==> src/rtl/fft_pkg.sv <==
// Shared FFT definitions: default widths and the butterfly product-select codes
// used by both the butterfly controller and the datapath.
package fft_pkg;

    localparam int DATA_W_DEF = 16;
    localparam int TW_W_DEF   = 16;

    typedef enum logic [1:0] {
        SEL_BRWR = 2'd0,
        SEL_BIWI = 2'd1,
        SEL_BRWI = 2'd2,
        SEL_BIWR = 2'd3
    } sel_e;

endpackage

==> src/rtl/fft_butterfly_dp_mult.sv <==
// Shared signed DATA_W x TW_W multiplier with its 4:1 operand mux. Kept separate
// so a DSP-mapped or pipelined multiplier can be dropped in later.
module bf_mult
    import fft_pkg::*;
#(
    parameter int DATA_W = DATA_W_DEF,
    parameter int TW_W   = TW_W_DEF
) (
    input  logic        [1:0]             s,
    input  logic signed [DATA_W-1:0]      br,
    input  logic signed [DATA_W-1:0]      bi,
    input  logic signed [TW_W-1:0]        wr,
    input  logic signed [TW_W-1:0]        wi,
    output logic signed [DATA_W+TW_W-1:0] p
);

    localparam int PW = DATA_W + TW_W;

    logic signed [DATA_W-1:0] op_x;
    logic signed [TW_W-1:0]   op_y;

    always_comb begin
        op_x = br;
        op_y = wr;
        case (sel_e'(s))
            SEL_BRWR: begin op_x = br; op_y = wr; end
            SEL_BIWI: begin op_x = bi; op_y = wi; end
            SEL_BRWI: begin op_x = br; op_y = wi; end
            SEL_BIWR: begin op_x = bi; op_y = wr; end
            default:  begin op_x = br; op_y = wr; end
        endcase
    end

    assign p = PW'(op_x) * PW'(op_y);

endmodule

==> src/rtl/fft_butterfly_dp.sv <==
// Radix-2 DIT butterfly datapath: t = B*W accumulated over four controller
// cycles through one shared multiplier, then Y0 = A + t and Y1 = A - t.
module fft_butterfly_dp
    import fft_pkg::*;
#(
    parameter int DATA_W = DATA_W_DEF,
    parameter int TW_W   = TW_W_DEF
) (
    input  logic                     clk,
    input  logic                     reset,
    input  logic        [1:0]        s,
    input  logic                     load,
    input  logic                     en_real,
    input  logic                     en_imag,
    input  logic signed [DATA_W-1:0] a_re,
    input  logic signed [DATA_W-1:0] a_im,
    input  logic signed [DATA_W-1:0] b_re,
    input  logic signed [DATA_W-1:0] b_im,
    input  logic signed [TW_W-1:0]   w_re,
    input  logic signed [TW_W-1:0]   w_im,
    output logic signed [DATA_W:0]   y0_re,
    output logic signed [DATA_W:0]   y0_im,
    output logic signed [DATA_W:0]   y1_re,
    output logic signed [DATA_W:0]   y1_im,
    output logic                     out_valid
);

    localparam int PW = DATA_W + TW_W;
    localparam int AW = PW + 1;
    localparam int OW = DATA_W + 1;

    logic signed [DATA_W-1:0] a_re_p0, a_im_p0, b_re_p0, b_im_p0;
    logic signed [TW_W-1:0]   w_re_p0, w_im_p0;
    logic signed [AW-1:0]     acc_re_p1, acc_im_p1;
    logic signed [PW-1:0]     p;
    logic signed [AW-1:0]     p_ext, p_s3, t_im_sum;
    logic signed [OW-1:0]     t_re, t_im, a_re_x, a_im_x;

    // Drop the Q1.(TW_W-1) fraction bits by arithmetic shift (truncation, no
    // rounding) and keep DATA_W+1 bits; |W| <= 1 guarantees no wrap here.
    function automatic logic signed [OW-1:0] scale_trunc(input logic signed [AW-1:0] x);
        return OW'(x >>> (TW_W - 1));
    endfunction

    function automatic logic signed [OW-1:0] sext_data(input logic signed [DATA_W-1:0] x);
        return OW'(x);
    endfunction

    // ---- stage p0: operand registers ----
    always_ff @(posedge clk or posedge reset) begin
        if (reset) begin
            a_re_p0 <= '0;
            a_im_p0 <= '0;
            b_re_p0 <= '0;
            b_im_p0 <= '0;
            w_re_p0 <= '0;
            w_im_p0 <= '0;
        end else if (load) begin
            a_re_p0 <= a_re;
            a_im_p0 <= a_im;
            b_re_p0 <= b_re;
            b_im_p0 <= b_im;
            w_re_p0 <= w_re;
            w_im_p0 <= w_im;
        end
    end

    bf_mult #(
        .DATA_W (DATA_W),
        .TW_W   (TW_W)
    ) u_mult (
        .s  (s),
        .br (b_re_p0),
        .bi (b_im_p0),
        .wr (w_re_p0),
        .wi (w_im_p0),
        .p  (p)
    );

    assign p_ext = AW'(p);

    // ---- stage p1: product accumulation, selected by s ----
    always_ff @(posedge clk or posedge reset) begin
        if (reset) begin
            acc_re_p1 <= '0;
            acc_im_p1 <= '0;
        end else if (load) begin
            acc_re_p1 <= '0;
            acc_im_p1 <= '0;
        end else begin
            case (sel_e'(s))
                SEL_BRWR: acc_re_p1 <= p_ext;
                SEL_BIWI: acc_re_p1 <= acc_re_p1 - p_ext;
                SEL_BRWI: acc_im_p1 <= p_ext;
                default:  ;
            endcase
        end
    end

    // The last product (bi*wr) bypasses acc_im so the frame fits in 5 cycles.
    assign p_s3     = (sel_e'(s) == SEL_BIWR) ? p_ext : '0;
    assign t_im_sum = acc_im_p1 + p_s3;
    assign t_re     = scale_trunc(acc_re_p1);
    assign t_im     = scale_trunc(t_im_sum);
    assign a_re_x   = sext_data(a_re_p0);
    assign a_im_x   = sext_data(a_im_p0);

    // ---- stage p2: butterfly outputs ----
    always_ff @(posedge clk or posedge reset) begin
        if (reset) begin
            y0_re <= '0;
            y1_re <= '0;
            y0_im <= '0;
            y1_im <= '0;
        end else begin
            if (en_real) begin
                y0_re <= a_re_x + t_re;
                y1_re <= a_re_x - t_re;
            end
            if (en_imag) begin
                y0_im <= a_im_x + t_im;
                y1_im <= a_im_x - t_im;
            end
        end
    end

    // A load coinciding with en is the controller start state, not a result.
    always_ff @(posedge clk or posedge reset) begin
        if (reset) begin
            out_valid <= 1'b0;
        end else begin
            out_valid <= en_real & en_imag & ~load;
        end
    end

endmodule

==> config.mk <==
export PLATFORM = sky130hd
export DESIGN_NAME = fft_butterfly_dp
export DESIGN_NICKNAME = d
export VERILOG_FILES = /design/src/rtl/fft_pkg.sv /design/src/rtl/fft_butterfly_dp_mult.sv /design/src/rtl/fft_butterfly_dp.sv
export SDC_FILE = /design/constraint.sdc
export NUM_CORES = 1
export LEC_CHECK = 0
export CORE_UTILIZATION = 40
export CTS_CLUSTER_SIZE = 30
export DETAILED_ROUTE_END_ITERATION = 10
export GPL_ROUTABILITY_DRIVEN = 0
export PLACE_DENSITY_LB_ADDON = 0.25
export SKIP_CTS_REPAIR_TIMING = 1
export SYNTH_ARGS = -nofsm -noshare
export SYNTH_HDL_FRONTEND = slang
export SYNTH_SLANG_ARGS = --single-unit
==> constraint.sdc <==
create_clock -name clk -period 29.3 [get_ports clk]
set_input_delay 5.86 -clock clk [delete_from_list [all_inputs] [get_ports clk]]
set_output_delay 5.86 -clock clk [all_outputs]
set_load 0.005 [all_outputs]
==> run_results.csv <==
group,metric,value,unit
setup_path,r2r_start,"b_re_p0[9]$_DFFE_PP0P_",
synth,yosys_warnings,0,
finish,n_antenna_cell,0,
setup_path,crit_type,"input port to flop",
route,post_drt_wl_per_cell,18.06,um
setup_path,max_stage_delay,1.03,ns
placement,place_worst_setup_slack,11.43,ns
timing,fin_crit_sh,59.72,%
worst_hold_path,whs_endpoint,"y1_re[13]$_DFFE_PP0P_",
timing,slew_viol_final,0,
finish,post_route_cells_drive_above_1_share,8.998,%
route,drt-total-wl,63690,um
route,drt-initial-drc-count,1007,
timing,tns,0,ns
worst_hold_path,worst_hold_path_type,"flop to flop",
route,ant_nets,0,
global_route,grt_pass1_vias,19394,
placement,hpwl,50840,um
die,fp.dieH,249.6,um
worst_hold_path,min_path_cells,2,
clock_tree,root_buffer,"clkbuf_16",
clock_tree,clkTransAtPathRegs,0.06,ns
die,rows,90,
setup_path,cp.required,29.73,ns
setup_path,crit_buf_inv,9,
synth,synthesis.nets,3166,
finish,nNetsFinal,3311,
route,drc,0,
global_route,groute.usage.overall,20.56,%
timing,worst_slack,11.80,ns
die,die_width,249.6,um
global_route,grt_overflow_total,0,
route,via_count,18482,
timing,skew,0.01701,ns
finish,area_delta_synth_final,14.72,%
clock_tree,insertion_delay,0.60,ns
placement,port_buffers,171,
synth,ys_types,71,
synth,synth-seq-cells,227,
die,core,60470,um2
timing,holdWs,0.4882,ns
synth,syn_inst,2579,
synth,synth_ff_type,"dfrtp_1",
route,drtPass1Iterations,8,
synth,synth_area_per_cell,9.507,um2
placement,place_area,27070,um2
timing,worst_pin_slew,1.238,ns
worst_hold_path,hold_start,"y1_re[13]$_DFFE_PP0P_",
clock_tree,htreeDepth,1,
die,initial_utilization,40.54,%
job,maxCapViolations,0,
setup_path,cp_slowest_cell,"mux2i_1",
die,num_io_pins,172,
global_route,grt_max_degree,102,
finish,design_area,28130,um2
timing,fin_crit,17.50,ns
outcome,status,"finished clean",
synth,synth_edf_count,0,
setup_path,start_kind,"input port",
timing,hold_viol,0,
finish,n_fill_cell,5626,
setup_path,r2r_slack,18.46,ns
timing,finalSetupViolations,0,
timing,timing.fmax,0.05715,GHz
route,vias_per_cell,5.240,
setup_path,cp.arrival,17.93,ns
timing,max_slew_margin,15.11,%
global_route,grt_pass1_wl,103300,um
global_route,antenna_found_initial,0,
clock_tree,clock_path_buffers,3,
setup_path,r2r_cells,40,
setup_path,reg2reg_to,"y1_im[16]$_DFFE_PP0P_",
clock_tree,cts_tree,"done",
die,die-area,62290,um2
clock_tree,cts_inserted_buffers,30,
clock_tree,cts.sinks,227,
synth,seq_area_frac_synth,23.17,%
setup_path,path_delay_family,"adder cells",
setup_path,critPathMaxFanout,58,
timing,rsz0062_at_grt,"false",
synth,netlist_area,24520,um2
setup_path,worstSetupEndpointType,"flop",
synth,async_flop_share,100.0,%
## worst register-to-register path: cells and delay by family (launching register included)
kind | cells | cell delay [ns]
adder cells (fa/ha/maj) | 9 | 3.86
buffers and inverters | 5 | 0.26
AND/OR/NAND/NOR | 9 | 1.47
AO/OA/AOI/OAI | 13 | 3.18
multiplexers | 1 | 0.93
XOR/XNOR | 3 | 0.60
flip-flops | 1 | 0.40
## layer usage
metal	track usage [%]	part of all wire [%]	up-vias
met5	0	0	-
met4	7.143	3.5	0
met3	2.534	4.9	110
met2	36.15	49	542
met1	25.95	43	9103
li1	-	-	8727
## cells by family after synthesis
family / after synthesis / synth area share (%)
adders and majority gates: 484 / 32.88
AOI/OAI and AO/OA: 400 / 10.80
DFF: 227 / 23.17
and+or+nand+nor: 648 / 11.73
xor gates and xnor gates: 129 / 4.608
muxes: 211 / 9.405
buffers and inverters: 480 / 7.410
## cells in the final DEF, fill, tap and decap left out, types with 6 or more instances in the layout
cell and instances:
a2111oi_0 7, a211oi_1 46, a21o_1 27, a21oi_1 145, a221oi_1 11, a31oi_1 9
and2_1 28, and3_1 13, buf_4 23, clkbuf_16 30, clkbuf_8 6, clkdlybuf4s50_1 168
dfrtp_1 227, fa_1 267, ha_1 215, inv_1 395, mux2_2 143, mux2i_1 65
nand2_1 179, nand2b_1 22, nand3_1 19, nor2_1 277, nor2b_1 33, nor3_1 31
o211ai_1 7, o21a_1 14, o21ai_0 33, o21ai_1 19, o21bai_1 28, or2_2 6
or3_1 13, xnor2_1 101, xor2_1 28
## final cells by class
class	instances	area (um2)	share of cell area, %
clock inverter	13	205.2	0.7296
clock buffer	40	848.3	3.016
tap	782	978.4	3.479
timing repair buffer	194	1876	6.668
sequential	227	5680	20.20
inverter	399	1505	5.352
multi-input combinational	1872	17030	60.56
## per-stage QoR
| stage | utilization [%] | cells |
|---|---|---|
| 2_1_floorplan | - | 2579 |
| 3_3_place_gp | 44.77 | 3474 |
| 3_5_place_dp | 44.77 | 3474 |
| 4_1_cts | 46.51 | 3527 |
| 5_1_grt | 46.51 | 3527 |
| 6_report | 46.51 | 3527 |
## how the worst max path moves through the flow
stage | start | end | slack (ns) | depth (start not counted)
after floorplan | s[0] | y1_im[16]$_DFFE_PP0P_ | 13.31 | 45
after global placement | s[1] | y1_im[16]$_DFFE_PP0P_ | 11.55 | 44
after detailed placement | s[1] | y1_im[16]$_DFFE_PP0P_ | 11.43 | 44
after CTS | s[1] | y1_im[16]$_DFFE_PP0P_ | 11.96 | 44
after global routing | s[1] | y1_im[16]$_DFFE_PP0P_ | 11.19 | 44
final | s[1] | y1_im[16]$_DFFE_PP0P_ | 11.80 | 46
## sequential cells by signal (all words and copies together), names as in the netlist
register / cells
b_re_p0: 16
w_im_p0: 16
w_re_p0: 16
b_im_p0: 16
y0_im: 17
y0_re: 17
acc_im_p1: 32
y1_re: 16
a_im_p0: 16
acc_re_p1: 32
a_re_p0: 16
y1_im: 16
out_valid: 1
## synthesized netlist by cell type (7+ instances only)
cell / count / area share (%)
a2111oi_0: 7 / 0.25
a211oi_1: 46 / 1.4
a21o_1: 27 / 0.83
a21oi_1: 145 / 3.0
a221oi_1: 11 / 0.39
a31oi_1: 9 / 0.23
and2_1: 28 / 0.71
and3_1: 13 / 0.33
buf_1: 11 / 0.17
clkbuf_1: 67 / 1.0
dfrtp_1: 227 / 23
fa_1: 267 / 22
ha_1: 217 / 11
inv_1: 396 / 6.1
mux2_2: 143 / 6.6
mux2i_1: 65 / 2.7
nand2_1: 179 / 2.7
nand2b_1: 22 / 0.56
nand3_1: 19 / 0.39
nor2_1: 278 / 4.3
nor2b_1: 33 / 0.84
nor3_1: 31 / 0.63
o211ai_1: 7 / 0.21
o21a_1: 14 / 0.43
o21ai_0: 33 / 0.67
o21ai_1: 19 / 0.39
o21bai_1: 28 / 0.86
or3_1: 13 / 0.33
xnor2_1: 101 / 3.6
xor2_1: 28 / 1.0
Power is not shown: default switching activity piles up to over one toggle a cycle in this logic, so the estimate is an artifact.
